===== config.mk =====
export PLATFORM = sky130hd
export DESIGN_NAME = fpcvt_pipe_flat
export DESIGN_NICKNAME = d
export VERILOG_FILES = /design/src/rtl/fpcvt_pkg.sv /design/src/rtl/fpcvt_if.sv /design/src/rtl/fpcvt_lzd.sv /design/src/rtl/fpcvt_pipe.sv /design/src/flat_wrapper.sv
export SDC_FILE = /design/constraint.sdc
export NUM_CORES = 1
export LEC_CHECK = 0
export CAP_MARGIN = 40
export CORE_MARGIN = 3
export CORE_UTILIZATION = 40
export CTS_BUF_LIST = sky130_fd_sc_hd__clkbuf_16
export CTS_CLUSTER_DIAMETER = 60
export DETAILED_ROUTE_END_ITERATION = 12
export MAX_ROUTING_LAYER = met4
export PLACE_DENSITY = 0.69
export SLEW_MARGIN = 15
export SYNTH_ARGS = -nofsm -noshare
export SYNTH_HDL_FRONTEND = slang
export SYNTH_HIERARCHICAL = 1
export SYNTH_SLANG_ARGS = --single-unit

===== constraint.sdc =====
create_clock -name clk -period 11.7 [get_ports clk]
set_input_delay 2.34 -clock clk [delete_from_list [all_inputs] [get_ports clk]]
set_output_delay 2.34 -clock clk [all_outputs]
set_load 0.02 [all_outputs]

===== src/rtl/fpcvt_pkg.sv =====
// Shared constants for the fixed-to-float converter: rounding-mode codes and exponent range.
// No logic; no latency; no backpressure.
// Imported by the pipeline top.
package fpcvt_pkg;

    localparam logic [1:0] RND_TRUNC  = 2'd0;
    localparam logic [1:0] RND_HALFUP = 2'd1;
    localparam logic [1:0] RND_RNE    = 2'd2;

    // Largest exponent the converter can produce: magnitude bits above the significand.
    function automatic int fpcvt_emax(input int in_w, input int man_w);
        return in_w - 1 - man_w;
    endfunction

endpackage


===== src/rtl/fpcvt_if.sv =====
// Sample-in / float-out stream bundle with valid/ready on both sides.
// Master = sample source + result sink; slave = converter.
interface fpcvt_if #(
    parameter int IN_W  = 12,
    parameter int EXP_W = 3,
    parameter int MAN_W = 4
) ();

    logic             in_valid;
    logic             in_ready;
    logic [IN_W-1:0]  in_data;
    logic [1:0]       in_mode;

    logic             out_valid;
    logic             out_ready;
    logic             out_s;
    logic [EXP_W-1:0] out_e;
    logic [MAN_W-1:0] out_f;
    logic             out_sat;
    logic             out_inexact;

    modport master (
        output in_valid, in_data, in_mode, out_ready,
        input  in_ready, out_valid, out_s, out_e, out_f, out_sat, out_inexact
    );

    modport slave (
        input  in_valid, in_data, in_mode, out_ready,
        output in_ready, out_valid, out_s, out_e, out_f, out_sat, out_inexact
    );

endinterface


===== src/rtl/fpcvt_lzd.sv =====
// Leading-one detector: index of the highest set bit of vec, found=0 when vec is zero.
// Purely combinational, zero latency.
// No backpressure (no state).
module fpcvt_lzd #(
    parameter  int W  = 11,
    localparam int IW = (W > 1) ? $clog2(W) : 1
) (
    input  logic [W-1:0]  vec,
    output logic [IW-1:0] idx,
    output logic          found
);

    // Scan upward so the last hit, the most significant one, wins.
    always_comb begin
        idx   = '0;
        found = 1'b0;
        for (int i = 0; i < W; i++) begin
            if (vec[i]) begin
                idx   = IW'(i);
                found = 1'b1;
            end
        end
    end

endmodule


===== src/rtl/fpcvt_pipe.sv =====
// Signed fixed-point sample to sign/exponent/significand float with rounding and sat/inexact flags.
// Latency 3 cycles (S1 magnitude, S2 normalise, S3 round), 1 sample/cycle.
// Elastic stages: each register holds under out_ready=0; in_ready drops once all three are full.
module fpcvt_pipe
    import fpcvt_pkg::*;
#(
    parameter int IN_W  = 12,
    parameter int MAN_W = 4,
    parameter int EXP_W = 3
) (
    input logic   clk,
    input logic   rst_n,
    fpcvt_if.slave io
);

    localparam int M    = IN_W - 1;
    localparam int EMAX = fpcvt_emax(IN_W, MAN_W);
    localparam int PW   = $clog2(M);
    localparam int SW   = PW + 1;

    if ((MAN_W < 2) || (MAN_W > M) || (((2 ** EXP_W) - 1) < EMAX)) begin : g_bad_params
        $error("fpcvt_pipe: MAN_W must lie in [2, IN_W-1] and EXP_W must cover IN_W-1-MAN_W");
    end

    typedef struct packed {
        logic         s;
        logic [M-1:0] mag;
        logic         clamp;
        logic [1:0]   mode;
    } s1_t;

    typedef struct packed {
        logic             s;
        logic [EXP_W-1:0] e;
        logic [MAN_W-1:0] f;
        logic             r;
        logic             st;
        logic             clamp;
        logic [1:0]       mode;
    } s2_t;

    typedef struct packed {
        logic             s;
        logic [EXP_W-1:0] e;
        logic [MAN_W-1:0] f;
        logic             sat;
        logic             inexact;
    } s3_t;

    logic v1, v2, v3;
    logic en1, en2, en3;
    s1_t  st1, st1_n;
    s2_t  st2, st2_n;
    s3_t  st3, st3_n;

    // A stage loads when empty or when its current occupant moves on this cycle.
    assign en3         = ~v3 | io.out_ready;
    assign en2         = ~v2 | en3;
    assign en1         = ~v1 | en2;
    assign io.in_ready = en1;

    logic [M-1:0] neg;

    always_comb begin
        st1_n       = '0;
        st1_n.s     = io.in_data[IN_W-1];
        st1_n.mode  = io.in_mode;
        neg         = -io.in_data[M-1:0];
        st1_n.mag   = st1_n.s ? neg : io.in_data[M-1:0];
        // -2^M has no positive counterpart in M bits; pin it to the largest magnitude.
        st1_n.clamp = st1_n.s && (neg == '0);
        if (st1_n.clamp) begin
            st1_n.mag = '1;
        end
    end

    logic [PW-1:0] lz_idx;
    logic          lz_found;

    fpcvt_lzd #(.W(M)) u_lzd (
        .vec   (st1.mag),
        .idx   (lz_idx),
        .found (lz_found)
    );

    logic [SW-1:0] sh;
    logic [M-1:0]  rbit;

    always_comb begin
        st2_n       = '0;
        st2_n.s     = st1.s;
        st2_n.clamp = st1.clamp;
        st2_n.mode  = st1.mode;
        st2_n.f     = st1.mag[MAN_W-1:0];
        sh          = '0;
        rbit        = '0;
        if (lz_found && ({1'b0, lz_idx} >= SW'(MAN_W))) begin
            // Shift so the leading one lands in the significand MSB; the shift is the exponent.
            sh       = {1'b0, lz_idx} - SW'(MAN_W - 1);
            rbit     = M'(1) << (sh - SW'(1));
            st2_n.e  = EXP_W'(sh);
            st2_n.f  = MAN_W'(st1.mag >> sh);
            st2_n.r  = |(st1.mag & rbit);
            st2_n.st = |(st1.mag & (rbit - M'(1)));
        end
    end

    logic inc;

    always_comb begin
        case (st2.mode)
            RND_TRUNC:  inc = 1'b0;
            RND_HALFUP: inc = st2.r;
            RND_RNE:    inc = st2.r & (st2.st | st2.f[0]);
            default:    inc = 1'b0;
        endcase

        st3_n.s       = st2.s;
        st3_n.e       = st2.e;
        st3_n.f       = st2.f;
        st3_n.sat     = st2.clamp;
        st3_n.inexact = st2.r | st2.st | st2.clamp;

        if (inc) begin
            if (~&st2.f) begin
                st3_n.f = st2.f + MAN_W'(1);
            end else if (st2.e < EXP_W'(EMAX)) begin
                st3_n.e = st2.e + EXP_W'(1);
                st3_n.f = {1'b1, {(MAN_W-1){1'b0}}};
            end else begin
                st3_n.sat = 1'b1;
            end
        end
    end

    always_ff @(posedge clk or negedge rst_n) begin
        if (!rst_n) begin
            v1  <= 1'b0;
            v2  <= 1'b0;
            v3  <= 1'b0;
            st1 <= '0;
            st2 <= '0;
            st3 <= '0;
        end else begin
            if (en1) begin
                v1 <= io.in_valid;
                if (io.in_valid) st1 <= st1_n;
            end
            if (en2) begin
                v2 <= v1;
                if (v1) st2 <= st2_n;
            end
            if (en3) begin
                v3 <= v2;
                if (v2) st3 <= st3_n;
            end
        end
    end

    assign io.out_valid   = v3;
    assign io.out_s       = st3.s;
    assign io.out_e       = st3.e;
    assign io.out_f       = st3.f;
    assign io.out_sat     = st3.sat;
    assign io.out_inexact = st3.inexact;

endmodule


===== src/flat_wrapper.sv =====
// flat-port wrapper written by rule: the top's interface ports become plain ports
module fpcvt_pipe_flat import fpcvt_pkg::*;
#(
    parameter int IN_W  = 12,
    parameter int MAN_W = 4,
    parameter int EXP_W = 3
)
  (clk, rst_n, io_in_valid, io_in_data, io_in_mode, io_out_ready, io_in_ready, io_out_valid, io_out_s, io_out_e, io_out_f, io_out_sat, io_out_inexact);
  fpcvt_if #(.IN_W(IN_W), .EXP_W(EXP_W), .MAN_W(MAN_W)) io_i ();
  input logic clk;
  input logic rst_n;
  input wire logic [$bits(io_i.in_valid)-1:0] io_in_valid;
  input wire logic [$bits(io_i.in_data)-1:0] io_in_data;
  input wire logic [$bits(io_i.in_mode)-1:0] io_in_mode;
  input wire logic [$bits(io_i.out_ready)-1:0] io_out_ready;
  output wire logic [$bits(io_i.in_ready)-1:0] io_in_ready;
  output wire logic [$bits(io_i.out_valid)-1:0] io_out_valid;
  output wire logic [$bits(io_i.out_s)-1:0] io_out_s;
  output wire logic [$bits(io_i.out_e)-1:0] io_out_e;
  output wire logic [$bits(io_i.out_f)-1:0] io_out_f;
  output wire logic [$bits(io_i.out_sat)-1:0] io_out_sat;
  output wire logic [$bits(io_i.out_inexact)-1:0] io_out_inexact;
  assign io_i.in_valid = io_in_valid;
  assign io_i.in_data = io_in_data;
  assign io_i.in_mode = io_in_mode;
  assign io_i.out_ready = io_out_ready;
  assign io_in_ready = io_i.in_ready;
  assign io_out_valid = io_i.out_valid;
  assign io_out_s = io_i.out_s;
  assign io_out_e = io_i.out_e;
  assign io_out_f = io_i.out_f;
  assign io_out_sat = io_i.out_sat;
  assign io_out_inexact = io_i.out_inexact;
  fpcvt_pipe #(.IN_W(IN_W), .MAN_W(MAN_W), .EXP_W(EXP_W)) u_core (.clk(clk), .rst_n(rst_n), .io(io_i));
endmodule

=== After elaboration in Yosys (flattened, before gate mapping) ===
Index checks and enable logic that the tools add are counted.
W data, S select, Z words.

* Logic and storage cells: 83
* Register bits after elaboration: 41
* Output and inout port bits: 12

* Reductions and logical operators: 9
* Add/subtract/negate cells: 6
* Mux-type cells: 31
* Shift-type cells: 2
* Bitwise operators: 12
* Equality and inequality tests: 2
* Magnitude comparators: 2

{| class="wikitable"
|+ Operators by type and width
! kind !! number
|-
| $mux W4 || 10
|-
| $and A11 B11 Y11 || 2
|-
| $mux W11 || 2
|-
| $reduce_or A11 Y1 || 2
|-
| $mux W1 || 14
|-
| $logic_not A11 Y1 || 1
|-
| $neg A11 Y11 || 1
|-
| $shl A1 B5 Y11 const A || 1
|-
| $shr A11 B5 Y4 || 1
|-
| $sub A11 B1 Y11 const B || 1
|-
| $mux W9 || 1
|-
| $mux W8 || 1
|-
| $mux W7 || 1
|-
| $or A1 B1 Y1 || 6
|-
| $reduce_and A2 Y1 || 3
|-
| $sub A4 B2 Y5 const B || 1
|-
| $sub A5 B1 Y5 const B || 1
|-
| $add A4 B1 Y4 const B || 1
|-
| $ge A4 B3 Y1 const B || 1
|-
| $reduce_and A4 Y1 || 1
|-
| $add A3 B1 Y3 const B || 1
|-
| $lt A3 B3 Y1 const B || 1
|-
| $mux W3 || 1
|-
| $not A1 Y1 || 3
|-
| 5 further kinds || 6
|}

=== Longest topological paths before layout ===
Gate-level depths: netlist (run 1).

* Word-level depth: 17
* Mapped depth: 15
* Mapped depth without buffers: 15

=== Cells and area by module ===
The synthesis (run 1) kept the hierarchy.

{| class="wikitable"
|+ By module, submodules not included
! module !! times used !! cells each !! seq. area each (um^2) !! area each (um^2)
|-
| fpcvt_pipe || 1 || 337 || 1026.0 || 2971.6
|-
| fpcvt_lzd || 1 || 18 || 0.0 || 101.3
|}

=== Least setup slack after synthesis (run 1) ===
Ideal clock, no wire load.

* Kind: input to output
* From: input io_out_ready
* To: output io_in_ready
* Required time: 9360 ps
* Path slack: 6677 ps
* Arrival time: 2683 ps
* Stages: 1
* Path through: nand4b_1

* Cells in the longest elaborated chain, start to end: 3

{| class="wikitable"
|+ RTL lines
! item !! RTL line !! text
|-
| start, declared || flat_wrapper.sv:15 || <nowiki>input wire logic [$bits(io_i.out_ready)-1:0] io_out_ready;</nowiki>
|-
| $or A1 B1 Y1 || fpcvt_pipe.sv:57 || <nowiki>assign en3 = ~v3 | io.out_ready;</nowiki>
|-
| $or A1 B1 Y1 || fpcvt_pipe.sv:58 || <nowiki>assign en2 = ~v2 | en3;</nowiki>
|-
| $or A1 B1 Y1 || fpcvt_pipe.sv:59 || <nowiki>assign en1 = ~v1 | en2;</nowiki>
|-
| end, declared || flat_wrapper.sv:16 || <nowiki>output wire logic [$bits(io_i.in_ready)-1:0] io_in_ready;</nowiki>
|}

Every way passes these cells.

=== Worst setup path in the final report (run 1) ===
Ends and elaborated chain as after synthesis.

==> flow_summary.yaml, run 1 <==
cells_and_area:
  layout_commonest_cell: "nand2_1"
  finalNonFillerCells: 479
  layout_common_cells: "58 x nand2_1, 41 x dfrtp_1, 31 x nor2_1"
  fillCellCount: 726
  multiInputGateArea_mm2: 0.00194
  regArea_mm2: 0.00103
  syn2layout_area_growth_pct: 18.3
  nets: 409
  antenna_cells: 0
  final_layout_size_suffix_gt1_share_pct: 8.16
timing:
  finalWorstSetupSlack_ns: 5.73
  clock_skew_ns: 0.00404
  rsz0062_at_grt: "no"
  fin_setup_tns_ns: 0
  fin_crit_ns: 5.97
  relSlewSlack_pct: 46.7
  setup_viol: 0
  drv_slew: 0
  fin_crit_sh_pct: 51.0
  worst_pin_slew_ns: 0.795
  clock.fmax_mhz: 167
  final-hold-violation-count: 0
status:
  outcome: "complete, no violations"
clocking:
  cts_resized: 0
  cts_sinks: 41
  h-tree-depth: 2
  numCtsBuffers: 5
  ctsHoldBuffers: 0
  post_cts_buffers: 0
  root_buffer: "clkbuf_16"
  worstSkewPairLatency_ns: 0.29
  clockBufferDepth: 2
  clkSlewWorstSetupHoldPaths_ns: 0.06
  cts_tree: "built"
synthesis:
  syn_inst: 355
  synth-edff-count: 0
  synthAdderAreaFrac_pct: 4.89
  synthXorXnorAreaFrac_pct: 5.42
  synth_top_family_by_area: "simple AND/OR/NAND/NOR gates"
  ys_seq_area_share_pct: 33.4
  ys.flop_type: "dfrtp_1"
  synth.area.top_cells: "dfrtp_1 33%, nand2_1 7.1%, mux4_2 5.1%"
  synth_compound_area_share_pct: 20.4
  synth.top_cell.area_share_pct: 33.4
  yosys.area_share.simple_pct: 22.6
  ys_warn_count: 6
  synth_mux_area_share_pct: 9.77
  synth_top_cell_by_area: "dfrtp_1"
  ys_ff_latch: 41
  synth_area_mm2: 0.00307
  ys_types: 59
  syn_area_per_cell_um2: 8.66
  synthArstFlopShare_pct: 100
  syn-num-nets: 385
grt:
  grt_first_pass_wirelength_um: 12200
  grt_use_met2_pct: 27.8
  grt.total_usage_pct: 17.5
  busiest_layer: "met2"
  grt_remaining_overflow: 0
  antenna_found_initial: 0
  met3_usage_pct: 4.01
  grt_use_met1_pct: 23.1
  grt_start_max_net_pins: 23
  grt_pass1_vias: 2545
route:
  final_antenna_net_count: 0
  first_iter_violations: 231
  via_per_inst: 5.68
  num_vias: 2720
  dr.pass1.iters: 5
  routedWlPerCell_um: 14.9
  wl_um: 7130
  drcViolationCount: 0
power_and_ir_drop:
  power_w: 0.000648
  peakVddDrop_mv: 0.0856
  leakage_nw: 1.53
  power_density_mw_per_mm2: 178
setup_path:
  worstSetupStartpointType: "input port"
  reg2reg_depth: 15
  cp_max_fo: 4
  end_kind: "output pin"
  arrival_ns: 3.63
  required_ns: 9.36
  critPathKind: "in2out"
worst_hold_path:
  min_path_cells: 2
  hold_class: "reg2reg"
die:
  dieWidth_um: 93.7
  initial_core_util_pct: 41.7
  die_h_um: 93.7
  pin_count: 30
  die_area_mm2: 0.00877
  num_rows: 31
  coreArea_mm2: 0.00737
placed_design:
  placedCellCount: 471
  hpwl_um: 5080
  dpl_worst_slack_ns: 5.74
  numPortBuffers: 29
  gp_congestion: 0.900
job:
  max_cap_violations: 0
[where the power goes]
group	internal [W]	switching (W)	total [W]
Sequential	0.000178	0.0000433	0.000221
Clock	0.000101	0.0000573	0.000158
Combinational	0.000127	0.000142	0.000269
Total	0.000405	0.000242	0.000648
[final cells by class]
cell class	instances	share of cell area (%)
Clock buffer	5	3.44
Clock inverter	3	1.27
Inverter	13	1.34
Multi-Input combinational cell	286	53.4
Sequential cell	41	28.2
Tap cell	99	3.41
Timing Repair Buffer	32	8.95
[routing by layer]
metal / vias up / routed length (µm)
met5: - / 0
li1: 1341 / -
met1: 1304 / 3320
met2: 67 / 3430
met4: 0 / 43
met3: 8 / 338
[cells in the mapped netlist (all sizes together) (3+ instances only)]
master	count
dfrtp	41
a21oi	23
xor2	9
a221oi	3
nand2b	7
nand2	58
nor2	31
ha	12
nand4	3
and4b	3
xnor2	10
nor4b	3
nor2b	4
inv	13
mux4	7
mux2	7
nand3	10
o31ai	9
o211ai	3
nor3	6
a22oi	6
buf	5
clkbuf	10
mux2i	6
o21ai	24
[cell families (layout without fill, tap and decap cells)]
family,count (synthesis),count (layout)
AO/OA/AOI/OAI,93,93
XOR/XNOR,19,19
adder cells (fa/ha/maj),12,12
buffers and inverters,28,53
flip-flops,41,41
multiplexers,20,20
AND/OR/NAND/NOR,142,142
[metrics by stage]
stage          instance area [µm²]  util (%)  hold slack [ns]
2_1_floorplan                 3070         -            0.442
5_1_grt                       3630      49.3            0.506
3_3_place_gp                  3430      46.6            0.459
4_1_cts                       3630      49.3            0.484
6_report                      3630      49.3            0.477
3_5_place_dp                  3460      47.0            0.465
[sequential cells by signal (all words and copies together), names as in the netlist]
register,count
u_core/st1,15
u_core/io.out_valid,1
u_core/io.out_s,1
u_core/v1,1
u_core/io.out_e,3
u_core/io.out_sat,1
u_core/io.out_inexact,1
u_core/v2,1
u_core/st2,13
u_core/io.out_f,4
[final timing paths]
kind / from / end / slack [ns]
max in group asynchronous: rst_n / u_core/st1[7] / 9.20
setup reg to reg: u_core/st1[8] / u_core/st2[3] / 7.27
setup / recovery: io_out_ready / io_in_ready / 5.73
hold / removal: u_core/io.out_e[2] / u_core/io.out_e[2] / 0.48
hold reg to reg: u_core/io.out_e[2] / u_core/io.out_e[2] / 0.48
min in group asynchronous: rst_n / u_core/io.out_sat / 2.02
[critical path, cell delays in order]
cell	delay (ns)
clkdlybuf4s50_1	0.49
nand4b_1	0.17
clkdlybuf4s50_1	0.63
(Power assumes the default switching activity.)
==> run 2, diff against run 1 <==
Clock period 11.7 ns to 6 ns, I/O delays scaled along.
==> run 2 against run 1 <==
Critical path depth is 13 higher. Global-route usage is 0.050 points lower. Critical endpoint is now u_core/st2[3]. Die area stayed put. Setup slack worse by 4.1 ns. Highest routed layer unchanged.
==> flow_summary.yaml, run 2 (same netlist as run 1, synthesis figures left out) <==
timing:
  setup_viol: 0
  clock_skew_ns: 0.00598
  drv_slew: 0
  worst_pin_slew_ns: 0.785
  clock.fmax_mhz: 228
  fin_setup_tns_ns: 0
  fin_crit_ns: 4.39
  final-hold-violation-count: 0
  relSlewSlack_pct: 47.3
  rsz0062_at_grt: "no"
  fin_crit_sh_pct: 73.2
worst_hold_path:
  hold_class: "reg2reg"
  min_path_cells: 2
  holdPathEnd: "u_core/st1[14]"
  min_from: "u_core/st1[14]"
route:
  routedWlPerCell_um: 14.9
  final_antenna_net_count: 0
  drcViolationCount: 0
  num_vias: 2770
  first_iter_violations: 145
  dr.pass1.iters: 5
  via_per_inst: 5.78
  wl_um: 7130
clocking:
  post_cts_buffers: 0
  numCtsBuffers: 5
  h-tree-depth: 2
  worstSkewPairLatency_ns: 0.28
  cts_resized: 0
  ctsHoldBuffers: 0
  cts_tree: "built"
  clockBufferDepth: 2
  root_buffer: "clkbuf_16"
  cts_sinks: 41
  clkSlewWorstSetupHoldPaths_ns: 0.07
cells_and_area:
  antenna_cells: 0
  final_cell_area_mm2: 0.00362
  syn2layout_area_growth_pct: 17.7
  final_layout_size_suffix_gt1_share_pct: 8.16
  layout_common_cells: "58 x nand2_1, 41 x dfrtp_1, 31 x nor2_1"
  nets: 409
  layout_commonest_cell: "nand2_1"
  largest_register_ffs: 15
  fillCellCount: 719
  regMostFlops: "u_core/st1"
power_and_ir_drop:
  switchingPower_w: 0.000478
  pwr-share-seq_pct: 35.1
  power_density_mw_per_mm2: 340
  clkPwrFrac_pct: 22.5
  p_int_w: 0.000753
  p_comb_share_pct: 42.4
  peakVddDrop_mv: 0.163
  leakage_nw: 1.53
  power.share.switching_pct: 38.8
status:
  outcome: "complete, no violations"
setup_path:
  cp_max_fo: 19
  reg2reg_to: "u_core/st2[3]"
  arrival_ns: 4.54
  crit_path_max_incr_delay_ns: 0.56
  critPathKind: "reg2reg"
  startpoint: "u_core/st1[8]"
  worstSetupStartpointType: "register"
  end_kind: "register"
  reg2reg_depth: 16
  required_ns: 6.15
  crit_chain: "nor2_1 > a221o_1 > a221oi_2 > buf_4 > inv_1 > ha_1 > or3b_4 > mux2_4 > nand2_1 > ha_1 > inv_1 > a21oi_1 > o221ai_1 > a221oi_1 > o2111a_1 > a41oi_2"
  timing.rr.start: "u_core/st1[8]"
  crit_slowest_cell: "dfrtp_1"
  ff2ff_setup_slack_ns: 1.61
grt:
  grt_remaining_overflow: 0
  antenna_found_initial: 0
  grt_pass1_vias: 2539
  grt.total_usage_pct: 17.4
  grt_start_max_net_pins: 24
  grt_first_pass_wirelength_um: 12300
die:
  dieWidth_um: 93.7
  die_h_um: 93.7
  coreArea_mm2: 0.00737
  die_area_mm2: 0.00877
  num_rows: 31
  pin_count: 30
  initial_core_util_pct: 41.7
placed_design:
  numPortBuffers: 29
  gp_congestion: 0.945
  hpwl_um: 5260
  dpl_cell_area_mm2: 0.00346
job:
  max_cap_violations: 0
## run 2: worst max-delay path by stage
stage	end	slack, ns
3_3_place_gp	u_core/st2[3]	1.77
6_report	u_core/st2[3]	1.61
5_1_grt	u_core/st2[3]	1.29
4_1_cts	u_core/st2[3]	1.61
3_5_place_dp	u_core/st2[3]	1.63
2_1_floorplan	u_core/st2[3]	2.17
## run 2: through the flow
step,util (%),instances,hold slack (ns),power [W],setup slack [ns]
global placement,46.6,469,0.461,0.000947,1.77
floorplan,-,355,0.442,0.000789,2.17
detailed placement,47.0,471,0.467,0.000957,1.63
CTS,49.1,479,0.483,0.00124,1.61
global route,49.1,479,0.501,0.00132,1.29
finish,49.1,479,0.478,0.00123,1.61
## run 2: critical path, delay by kind of cell (launching register included)
kind,cells,cell delay (ns)
simple gates,3,0.68
flops,1,0.56
compound gates,7,1.43
mux,1,0.27
fa+ha+maj,2,0.84
buf+inv,3,0.47
## run 2: area by class of cell
| cell class | instances | area (µm²) | share of cell area, % |
|---|---|---|---|
| tap | 99 | 124 | 3.42 |
| multi-input combinational | 286 | 1940 | 53.6 |
| clock buffer | 5 | 125 | 3.46 |
| clock inverter | 3 | 28.8 | 0.796 |
| timing repair buffer | 32 | 325 | 8.99 |
| sequential | 41 | 1030 | 28.4 |
| inverter | 13 | 48.8 | 1.35 |
## run 2: power by group through the flow
| stage | combinational, W | clock [W] | sequential (W) |
|---|---|---|---|
| 2_1_floorplan | 0.000348 | 0 | 0.000441 |
| 3_3_place_gp | 0.000514 | 0 | 0.000433 |
| 3_5_place_dp | 0.000521 | 0 | 0.000436 |
| 4_1_cts | 0.000524 | 0.000286 | 0.000431 |
| 5_1_grt | 0.000579 | 0.000296 | 0.000445 |
| 6_report | 0.000523 | 0.000277 | 0.000432 |
## run 2: routing by layer
layer | wire length [µm] | vias up | share of wire [%] | GRT usage (%)
met3 | 352 | 12 | 4.9 | 2.80
li1 | - | 1346 | - | -
met1 | 3340 | 1307 | 47 | 24.3
met4 | 99 | 0 | 1.4 | 3.61
met5 | 0 | - | 0 | -
met2 | 3330 | 105 | 47 | 27.0
